$ cat config.mk
export PLATFORM = sky130hd
export DESIGN_NAME = phase_sequencer
export DESIGN_NICKNAME = d
export VERILOG_FILES = /design/src/rtl/traffic_pkg.sv /design/src/rtl/phase_timer.sv /design/src/rtl/phase_sequencer.sv
export SDC_FILE = /design/constraint.sdc
export NUM_CORES = 1
export LEC_CHECK = 0
export CAP_MARGIN = 20
export CORE_ASPECT_RATIO = 0.9
export CORE_UTILIZATION = 38
export DETAILED_ROUTE_END_ITERATION = 10
export MAX_ROUTING_LAYER = met4
export PLACE_DENSITY = 0.66
export SETUP_SLACK_MARGIN = 0.2
export SLEW_MARGIN = 5
export SYNTH_ARGS = -nofsm -noshare
export SYNTH_HDL_FRONTEND = slang
export SYNTH_SLANG_ARGS = --single-unit
$ cat constraint.sdc
create_clock -name clk -period 2.6 [get_ports clk]
set_clock_uncertainty 0.05 [all_clocks]
set_input_delay 0.52 -clock clk [delete_from_list [all_inputs] [get_ports clk]]
set_output_delay 0.52 -clock clk [all_outputs]
set_load 0.02 [all_outputs]
$ cat src/rtl/traffic_pkg.sv
// Shared types for the intersection sequencer.
//   phase_t : phase encoding, also driven out on the phase debug port
//   lamp_t  : one-hot lamp code {red,yellow,green}
package traffic_pkg;

   typedef enum logic [2:0] {
      A_GRN  = 3'd0,
      A_YEL  = 3'd1,
      RED_AB = 3'd2,
      B_GRN  = 3'd3,
      B_YEL  = 3'd4,
      RED_BA = 3'd5
   } phase_t;

   typedef logic [2:0] lamp_t;

   localparam lamp_t LAMP_R = 3'b100;
   localparam lamp_t LAMP_Y = 3'b010;
   localparam lamp_t LAMP_G = 3'b001;

endpackage

$ cat src/rtl/phase_timer.sv
// Saturating tick counter for the time spent in the current phase.
// Ports:
//   clk, reset : clock, synchronous active-high reset
//   clr        : clear (wins over tick), pulsed on every phase change
//   tick       : timebase strobe, one increment per strobe
//   cnt        : ticks elapsed in the phase, sticks at all-ones
module phase_timer #(
   parameter int TW = 6
) (
   input  logic          clk,
   input  logic          reset,
   input  logic          clr,
   input  logic          tick,
   output logic [TW-1:0] cnt
);

   always_ff @(posedge clk) begin
      if (reset || clr)
         cnt <= '0;
      else if (tick && (cnt != {TW{1'b1}}))
         cnt <= cnt + 1'b1;
   end

endmodule

$ cat src/rtl/phase_sequencer.sv
// Timed two-street intersection sequencer with min/max green, yellow and
// all-red timing, pedestrian walk requests and emergency preemption.
// Ports:
//   clk, reset     : clock, synchronous active-high reset
//   tick           : 1-cycle timebase strobe
//   ta, tb         : traffic present on street A / B (level)
//   ped_a, ped_b   : walk request pulses, latched internally
//   emg, emg_dir   : preemption active, preempted direction (0=A, 1=B)
//   la, lb         : lamp drivers, one-hot {red,yellow,green}
//   walk_a, walk_b : walk lamps
//   phase          : current phase code
module phase_sequencer
   import traffic_pkg::*;
#(
   parameter int TW        = 6,
   parameter int MIN_GREEN = 5,
   parameter int MAX_GREEN = 20,
   parameter int YELLOW    = 3,
   parameter int ALL_RED   = 1,
   parameter int WALK      = 4
) (
   input  logic       clk,
   input  logic       reset,
   input  logic       tick,
   input  logic       ta,
   input  logic       tb,
   input  logic       ped_a,
   input  logic       ped_b,
   input  logic       emg,
   input  logic       emg_dir,
   output lamp_t      la,
   output lamp_t      lb,
   output logic       walk_a,
   output logic       walk_b,
   output logic [2:0] phase
);

   phase_t        cur, nxt;
   logic [TW-1:0] timer;
   logic [TW:0]   el;
   logic          ped_a_q, ped_b_q;
   logic          served_a, served_b;
   logic          emg_a, emg_b, dem_a, dem_b;
   logic          enter_a, enter_b;

   // One extra bit so the elapsed count never wraps at saturation.
   assign el    = {1'b0, timer} + {{TW{1'b0}}, 1'b1};

   assign emg_a = emg & ~emg_dir;
   assign emg_b = emg &  emg_dir;
   assign dem_a = ta | ped_a_q | emg_a;
   assign dem_b = tb | ped_b_q | emg_b;

   assign enter_a = (nxt == A_GRN) && (cur != A_GRN);
   assign enter_b = (nxt == B_GRN) && (cur != B_GRN);

   phase_timer #(.TW(TW)) u_timer (
      .clk   (clk),
      .reset (reset),
      .clr   (nxt != cur),
      .tick  (tick),
      .cnt   (timer)
   );

   // State register
   always_ff @(posedge clk) begin
      if (reset)
         cur <= A_GRN;
      else
         cur <= nxt;
   end

   // Next-state logic. Yellow and all-red are never shortened, even by
   // preemption; only greens react to emg.
   always_comb begin
      nxt = cur;
      case (cur)
         A_GRN: begin
            if (emg_b ||
                (tick && !emg_a && dem_b &&
                 ((el >= (TW+1)'(MIN_GREEN) && !ta) || el >= (TW+1)'(MAX_GREEN))))
               nxt = A_YEL;
         end
         A_YEL:  if (tick && el == (TW+1)'(YELLOW))  nxt = RED_AB;
         RED_AB: if (tick && el == (TW+1)'(ALL_RED)) nxt = B_GRN;
         B_GRN: begin
            if (emg_a ||
                (tick && !emg_b && dem_a &&
                 ((el >= (TW+1)'(MIN_GREEN) && !tb) || el >= (TW+1)'(MAX_GREEN))))
               nxt = B_YEL;
         end
         B_YEL:  if (tick && el == (TW+1)'(YELLOW))  nxt = RED_BA;
         RED_BA: if (tick && el == (TW+1)'(ALL_RED)) nxt = A_GRN;
         default: nxt = A_GRN;
      endcase
   end

   // Output decode from the registered phase; emg only gates the walk lamps.
   always_comb begin
      la     = LAMP_R;
      lb     = LAMP_R;
      walk_a = 1'b0;
      walk_b = 1'b0;
      case (cur)
         A_GRN: la = LAMP_G;
         A_YEL: la = LAMP_Y;
         B_GRN: lb = LAMP_G;
         B_YEL: lb = LAMP_Y;
         default: ;
      endcase
      if (cur == A_GRN && timer < TW'(WALK) && served_a && !emg) walk_a = 1'b1;
      if (cur == B_GRN && timer < TW'(WALK) && served_b && !emg) walk_b = 1'b1;
   end

   assign phase = cur;

   // Ped latches. Entering the green consumes the latch into the served flag;
   // a pulse on that entry cycle is dropped, and pulses during walk are ignored.
   always_ff @(posedge clk) begin
      if (reset) begin
         ped_a_q  <= 1'b0;
         ped_b_q  <= 1'b0;
         served_a <= 1'b0;
         served_b <= 1'b0;
      end else begin
         if (enter_a) begin
            ped_a_q  <= 1'b0;
            served_a <= ped_a_q;
         end else if (ped_a && !walk_a) begin
            ped_a_q  <= 1'b1;
         end
         if (enter_b) begin
            ped_b_q  <= 1'b0;
            served_b <= ped_b_q;
         end else if (ped_b && !walk_b) begin
            ped_b_q  <= 1'b1;
         end
      end
   end

endmodule

==> results of run 1 <==
-- area by class of cell --
cell class,count,area [um2],area share (%)
multi-input cells,107,774.5,52.28
inverters,9,38.79,2.618
flip-flops and latches,13,270.3,18.24
repair buffers,39,336.6,22.72
clock buffers,4,26.28,1.774
well taps,28,35.03,2.365
-- layout by cell type, fill, tap and decap left out, types with 3 or more instances in the layout --
cell type        Yosys  final
a21oi_1             13     12
clkbuf_4             0      3
and3_1               5      5
nand3_1              5      5
dfxtp_1             13      9
mux2i_1              3      3
clkdlybuf4s50_1      0     13
nor2_1              16     14
xnor2_1              3      3
nand2_1             12     12
inv_1                9      7
o21ai_0              3      3
buf_4                0     19
nor3_1               7      5
nor2b_1              3      3
-- Yosys cell counts, types with 3 or more instances --
cell type  instances
ha_1               3
inv_1              9
nor2b_1            3
mux2i_1            3
and3_1             5
nor2_1            16
dfxtp_1           13
nand3_1            5
nor3_1             7
xnor2_1            3
nand2_1           12
a21oi_1           13
o21ai_0            3
-- power breakdown --
| group | internal [uW] | switching [uW] |
|---|---|---|
| Sequential | 205 | 7.28 |
| Clock | 59.4 | 65.7 |
| Combinational | 82.9 | 75.4 |
-- registers in the layout, summed over array words and instances (netlist names) --
| signal | flops |
|---|---|
| u_timer.cnt | 6 |
| served_a | 1 |
| served_b | 1 |
| ped_b_q | 1 |
| ped_a_q | 1 |
| phase | 3 |
-- cell families (layout without fill, tap and decap cells) --
group	Yosys count	after routing	synth area share, %
simple gates	63	63	32.60
compound gates	33	33	24.05
buf+inv	15	52	6.471
flops	13	13	25.40
xor+xnor	4	4	3.419
mux	4	4	4.395
fa+ha+maj	3	3	3.663
-- layer usage --
layer	up-vias	part of all wire [%]	GRT usage, %
met3	4	5.7	3.544
met1	547	49	31.75
li1	557	-	-
met4	0	0.65	6.504
met2	32	44	31.75
met5	-	0	-
-- stage by stage --
stage	std cells	area, um2
after floorplan	135	1027
after global placement	191	1333
after detailed placement	191	1333
after CTS	196	1393
after global routing	200	1481
final	200	1481
-- path summary, 6_finish.rpt --
kind	endpoint	cells past startpoint	slack, ps
max	u_timer.cnt[4]	10	220
min	served_a	2	470
max reg2reg	u_timer.cnt[4]	10	220
min reg2reg	served_a	2	470
-- critical path: stages, from the launching register on --
cell,delay [ps]
dfxtp_4,370
ha_4,180
buf_4,140
o21bai_1,160
a41oi_2,230
o22ai_2,120
a21oi_1,150
o21ai_0,100
a211oi_2,280
mux2_4,370
nor3b_2,170
-- what timing repair did --
item	4_1_cts	5_1_grt
pin swaps	6	11
gates resized for setup	16	19
setup endpoints to repair	11	10
setup buffers	1	4
==> impl_metrics.py, run 1 <==
metrics = {
    "logic_synthesis": {
        "netlist_area_um2": 1025,
        "yosysTopAreaCellShare_pct": 25.40,
        "post_synth.cell_area_avg_um2": 7.591,
        "yosysUniqueCellTypes": 45,
        "syn_inst": 135,
        "ys_seq_area_share_pct": 25.40,
        "async_flop_share_pct": 0,
        "yosys.area.top_type": "dfxtp_1",
        "synth_edf_count": 0,
        "ys_warn_count": 0,
        "synth_fp_nets": 147,
        "synthFlopType": "dfxtp_1",
        "ys_ff_latch": 13,
        "ys_top_cells_by_area": "dfxtp_1 25%, a21oi_1 6.3%, nor2_1 5.9%",
    },
    "global_routing": {
        "grt_pass1_wl_um": 4850,
        "grt_use_total_pct": 22.09,
        "first_global_vias": 1033,
        "grt-ovfl-total": 0,
        "antenna_found_initial": 0,
        "grt_max_degree": 13,
    },
    "clock_tree": {
        "clock_latency_ps": 280,
        "htreeDepth": 1,
        "cts_buffers": 3,
        "ctsHoldBuffers": 0,
        "clk_pin_slew_ps": 90,
        "root_buffer": "clkbuf_4",
        "cts_max_path_buffers": 2,
        "cts_tree": "yes",
        "cts_sinks": 13,
    },
    "power": {
        "peakVddDrop_mv": 0.2217,
        "total_power_uw": 495.7,
        "cellPowerDensity_nw_per_um2": 334.6,
        "leakage_uw": 0.0006037,
    },
    "critical_path": {
        "cp-startpoint": "u_timer.cnt[1]",
        "worstPathRequired_ps": 2750,
        "start_kind": "flop",
        "arrival_ps": 2530,
        "end_kind": "flop",
        "r2r-start": "u_timer.cnt[1]",
        "critPathKind": "flop to flop",
        "cp_max_fo": 6,
    },
    "sta": {
        "slew_headroom_pct": 70.50,
        "whs_ps": 466.8,
        "fin_setup_tns_ps": 0,
        "drv_slew": 0,
        "worst_pin_slew_ps": 442.5,
        "final.setup.worst_slack_ps": 218.0,
        "finalCriticalPeriod_ps": 2382,
        "hold_violations": 0,
        "setup_viol": 0,
        "period_share_pct": 91.61,
        "max_freq_mhz": 419.8,
        "grt_setup_unrepaired": "yes",
    },
    "placed_design": {
        "dpl.hpwl_um": 2175,
        "gp_congestion": 0.8967,
        "numPortBuffers": 19,
        "pre_cts_ws_ps": 89.37,
    },
    "drt": {
        "drc": 0,
        "wl_um": 2913,
        "firstDrtPassIters": 4,
        "viasPerCell": 5.700,
        "ant_nets": 0,
        "dr.first_iter.drc_count": 40,
        "via_count": 1140,
        "wl_per_cell_um": 14.57,
    },
    "flow_run": {
        "drv_cap": 0,
    },
    "layout": {
        "finalCoreUtilization_pct": 59.02,
        "area_growth_pct": 44.57,
        "drive_gt1_share_pct": 29.65,
        "fillerInstances": 221,
        "layout.nets": 185,
        "num_antenna_cells": 0,
    },
    "min_path": {
        "holdCritStartpoint": "served_a",
        "min_path_type": "flop to flop",
    },
    "floorplanning": {
        "die_y_um": 51.27,
        "die_x_um": 56.74,
        "die_area_um2": 2909,
        "ios": 20,
        "start_util_pct": 40.83,
        "rows": 17,
        "core_um2": 2510,
    },
    "status": {
        "status": "finished, final reports clean",
    },
}
Note: power is estimated with default switching activity, not from simulation.
==> run 2, diff against run 1 <==
--- a/config.mk
+++ b/config.mk
@@ -7,6 +7,7 @@
 export LEC_CHECK = 0
 export CAP_MARGIN = 20
 export CORE_ASPECT_RATIO = 0.9
+export CORE_MARGIN = 10
 export CORE_UTILIZATION = 38
 export DETAILED_ROUTE_END_ITERATION = 10
 export MAX_ROUTING_LAYER = met4
==> run 2 against run 1 <==
Net effect:
- worst hold slack improved by 1.0 ps
- power decreased by 0.23%
- wire length increased by 6.8%
- worst setup slack got worse by 100 ps
- via count decreased by 2.9%
- sequential cell count unchanged
- combinational power decreased by 7%
- global-route usage decreased by 9.8 points
- first-iteration DRC count increased to 2.7 times the previous value
- cell area decreased by 2.1%
- sequential power about the same
- sequential share of layout area increased by 0.65 points
- highest routed layer unchanged
==> impl_metrics.py, run 2 (synthesis results as in run 1) <==
metrics = {
    "status": {
        "status": "finished, final reports clean",
    },
    "global_routing": {
        "grt_use_total_pct": 12.30,
        "grt_pass1_wl_um": 4995,
        "antenna_found_initial": 0,
        "first_global_vias": 1061,
        "grt-ovfl-total": 0,
        "grt_max_degree": 13,
    },
    "power": {
        "total_power_uw": 494.5,
        "pwr-share-clk_pct": 27.5,
        "p_comb_share_pct": 29.8,
        "internal_power_uw": 334.9,
        "swShare_pct": 32.29,
        "pwr-share-seq_pct": 42.7,
        "switchingPower_uw": 159.7,
        "cellPowerDensity_nw_per_um2": 341.0,
        "peakVddDrop_mv": 0.2330,
        "leakage_uw": 0.0005567,
    },
    "layout": {
        "mostFrequentLayoutCells": "16 x buf_4, 14 x clkdlybuf4s50_1, 13 x nor2_1, 12 x nand2_1, 10 x a21oi_1",
        "mostFrequentLayoutCell": "buf_4",
        "largest-register": "u_timer.cnt",
        "area_growth_pct": 41.51,
        "drive_gt1_share_pct": 31.55,
        "num_antenna_cells": 0,
        "layout.nets": 181,
        "fillerInstances": 232,
        "fin_area_um2": 1450,
        "largest_reg_flops": 6,
    },
    "placed_design": {
        "place_area_um2": 1310,
        "numPortBuffers": 19,
        "gp_congestion": 0.9532,
        "pre_cts_ws_ps": -29.28,
        "dpl.hpwl_um": 2232,
    },
    "critical_path": {
        "arrival_ps": 2640,
        "cp_max_fo": 6,
        "worstPathRequired_ps": 2760,
        "start_kind": "flop",
        "critPathKind": "flop to flop",
        "end_kind": "flop",
    },
    "clock_tree": {
        "clock_latency_ps": 290,
        "ctsHoldBuffers": 0,
        "clk_pin_slew_ps": 100,
        "cts_buffers": 3,
        "cts_max_path_buffers": 2,
        "cts_tree": "yes",
        "root_buffer": "clkbuf_4",
        "cts_sinks": 13,
        "htreeDepth": 1,
    },
    "sta": {
        "slew_headroom_pct": 68.32,
        "worst_pin_slew_ps": 475.2,
        "max_freq_mhz": 402.7,
        "period_share_pct": 95.50,
        "grt_setup_unrepaired": "yes",
        "hold_violations": 0,
        "finalCriticalPeriod_ps": 2483,
        "drv_slew": 0,
        "setup_viol": 0,
        "final.setup.worst_slack_ps": 117.0,
    },
    "drt": {
        "viasPerCell": 5.648,
        "ant_nets": 0,
        "drc": 0,
        "wl_um": 3112,
        "via_count": 1107,
        "firstDrtPassIters": 4,
        "wl_per_cell_um": 15.88,
        "dr.first_iter.drc_count": 108,
    },
    "floorplanning": {
        "die_x_um": 74.74,
        "core_um2": 2510,
        "rows": 17,
        "start_util_pct": 40.83,
        "die_y_um": 69.27,
        "die_area_um2": 5177,
        "ios": 20,
    },
    "flow_run": {
        "drv_cap": 0,
    },
    "min_path": {
        "min_path_type": "flop to flop",
    },
}
-- run 2: area by class of cell --
| cell class | count | area, um2 | share of cell area (%) |
|---|---|---|---|
| clock buffer | 3 | 22.52 | 1.553 |
| clock inverter | 1 | 5.005 | 0.3451 |
| inverter | 9 | 36.28 | 2.502 |
| multi-input combinational | 107 | 780.7 | 53.84 |
| sequential | 13 | 274.0 | 18.90 |
| tap | 28 | 35.03 | 2.416 |
| timing repair buffer | 35 | 296.5 | 20.45 |
-- run 2: power groups by stage --
stage | clock network (uW) | logic [uW] | registers (uW)
floorplan | 0 | 65.1 | 216
global placement | 0 | 118 | 215
detailed placement | 0 | 119 | 215
CTS | 142 | 134 | 211
global route | 155 | 157 | 212
finish | 136 | 147 | 211
-- run 2: critical path, cell delays in order (launching register included) --
cell and delay [ps]:
dfxtp_4 400, inv_4 50, ha_4 250, a2111oi_2 280, a41oi_2 80, o22ai_2 210, a221o_1 180, nand2_1 70
a211oi_2 270, mux2_4 380, nor3b_2 180
-- run 2: path summary, 6_finish.rpt --
| path | startpoint | end | slack, ps | cells after the start |
|---|---|---|---|---|
| setup reg to reg | u_timer.cnt[0] | u_timer.cnt[4] | 120 | 10 |
| hold reg to reg | served_a | served_a | 470 | 2 |
| setup / recovery | u_timer.cnt[0] | u_timer.cnt[4] | 120 | 10 |
| hold / removal | served_a | served_a | 470 | 2 |
-- run 2: metrics by stage --
step | utilization (%) | instances | hold WS, ps | TNS, ps
2_1_floorplan | - | 135 | 410.0 | 0
3_5_place_dp | 52.19 | 188 | 449.2 | -34.24
5_1_grt | 57.78 | 196 | 509.5 | 0
6_report | 57.78 | 196 | 467.8 | 0
4_1_cts | 55.68 | 195 | 471.2 | 0
3_3_place_gp | 52.19 | 188 | 433.4 | 0
-- run 2: metal layers --
layer	part of all wire [%]	vias to the layer above	wire, um	GRT usage (%)
li1	-	552	-	-
met1	46	533	1435	14.84
met2	48	20	1484	18.59
met3	5.6	2	173	4.708
met4	0.58	0	18	3.125
met5	0	-	0	-
-- run 2: repair_timing --
item                                    in CTS  in global routing
gates resized for setup                     21                 17
endpoints found under the setup margin      11                  8
buffers inserted                             3                  1
pin swaps                                    6                  7
==> run 3, diff against run 2 <==
--- a/config.mk
+++ b/config.mk
@@ -17,3 +17,4 @@
 export SYNTH_ARGS = -nofsm -noshare
 export SYNTH_HDL_FRONTEND = slang
 export SYNTH_SLANG_ARGS = --single-unit
+export TNS_END_PERCENT = 100
==> results of run 3 <==
No change in the layout: final DEF, timing and power equal those of run 2.
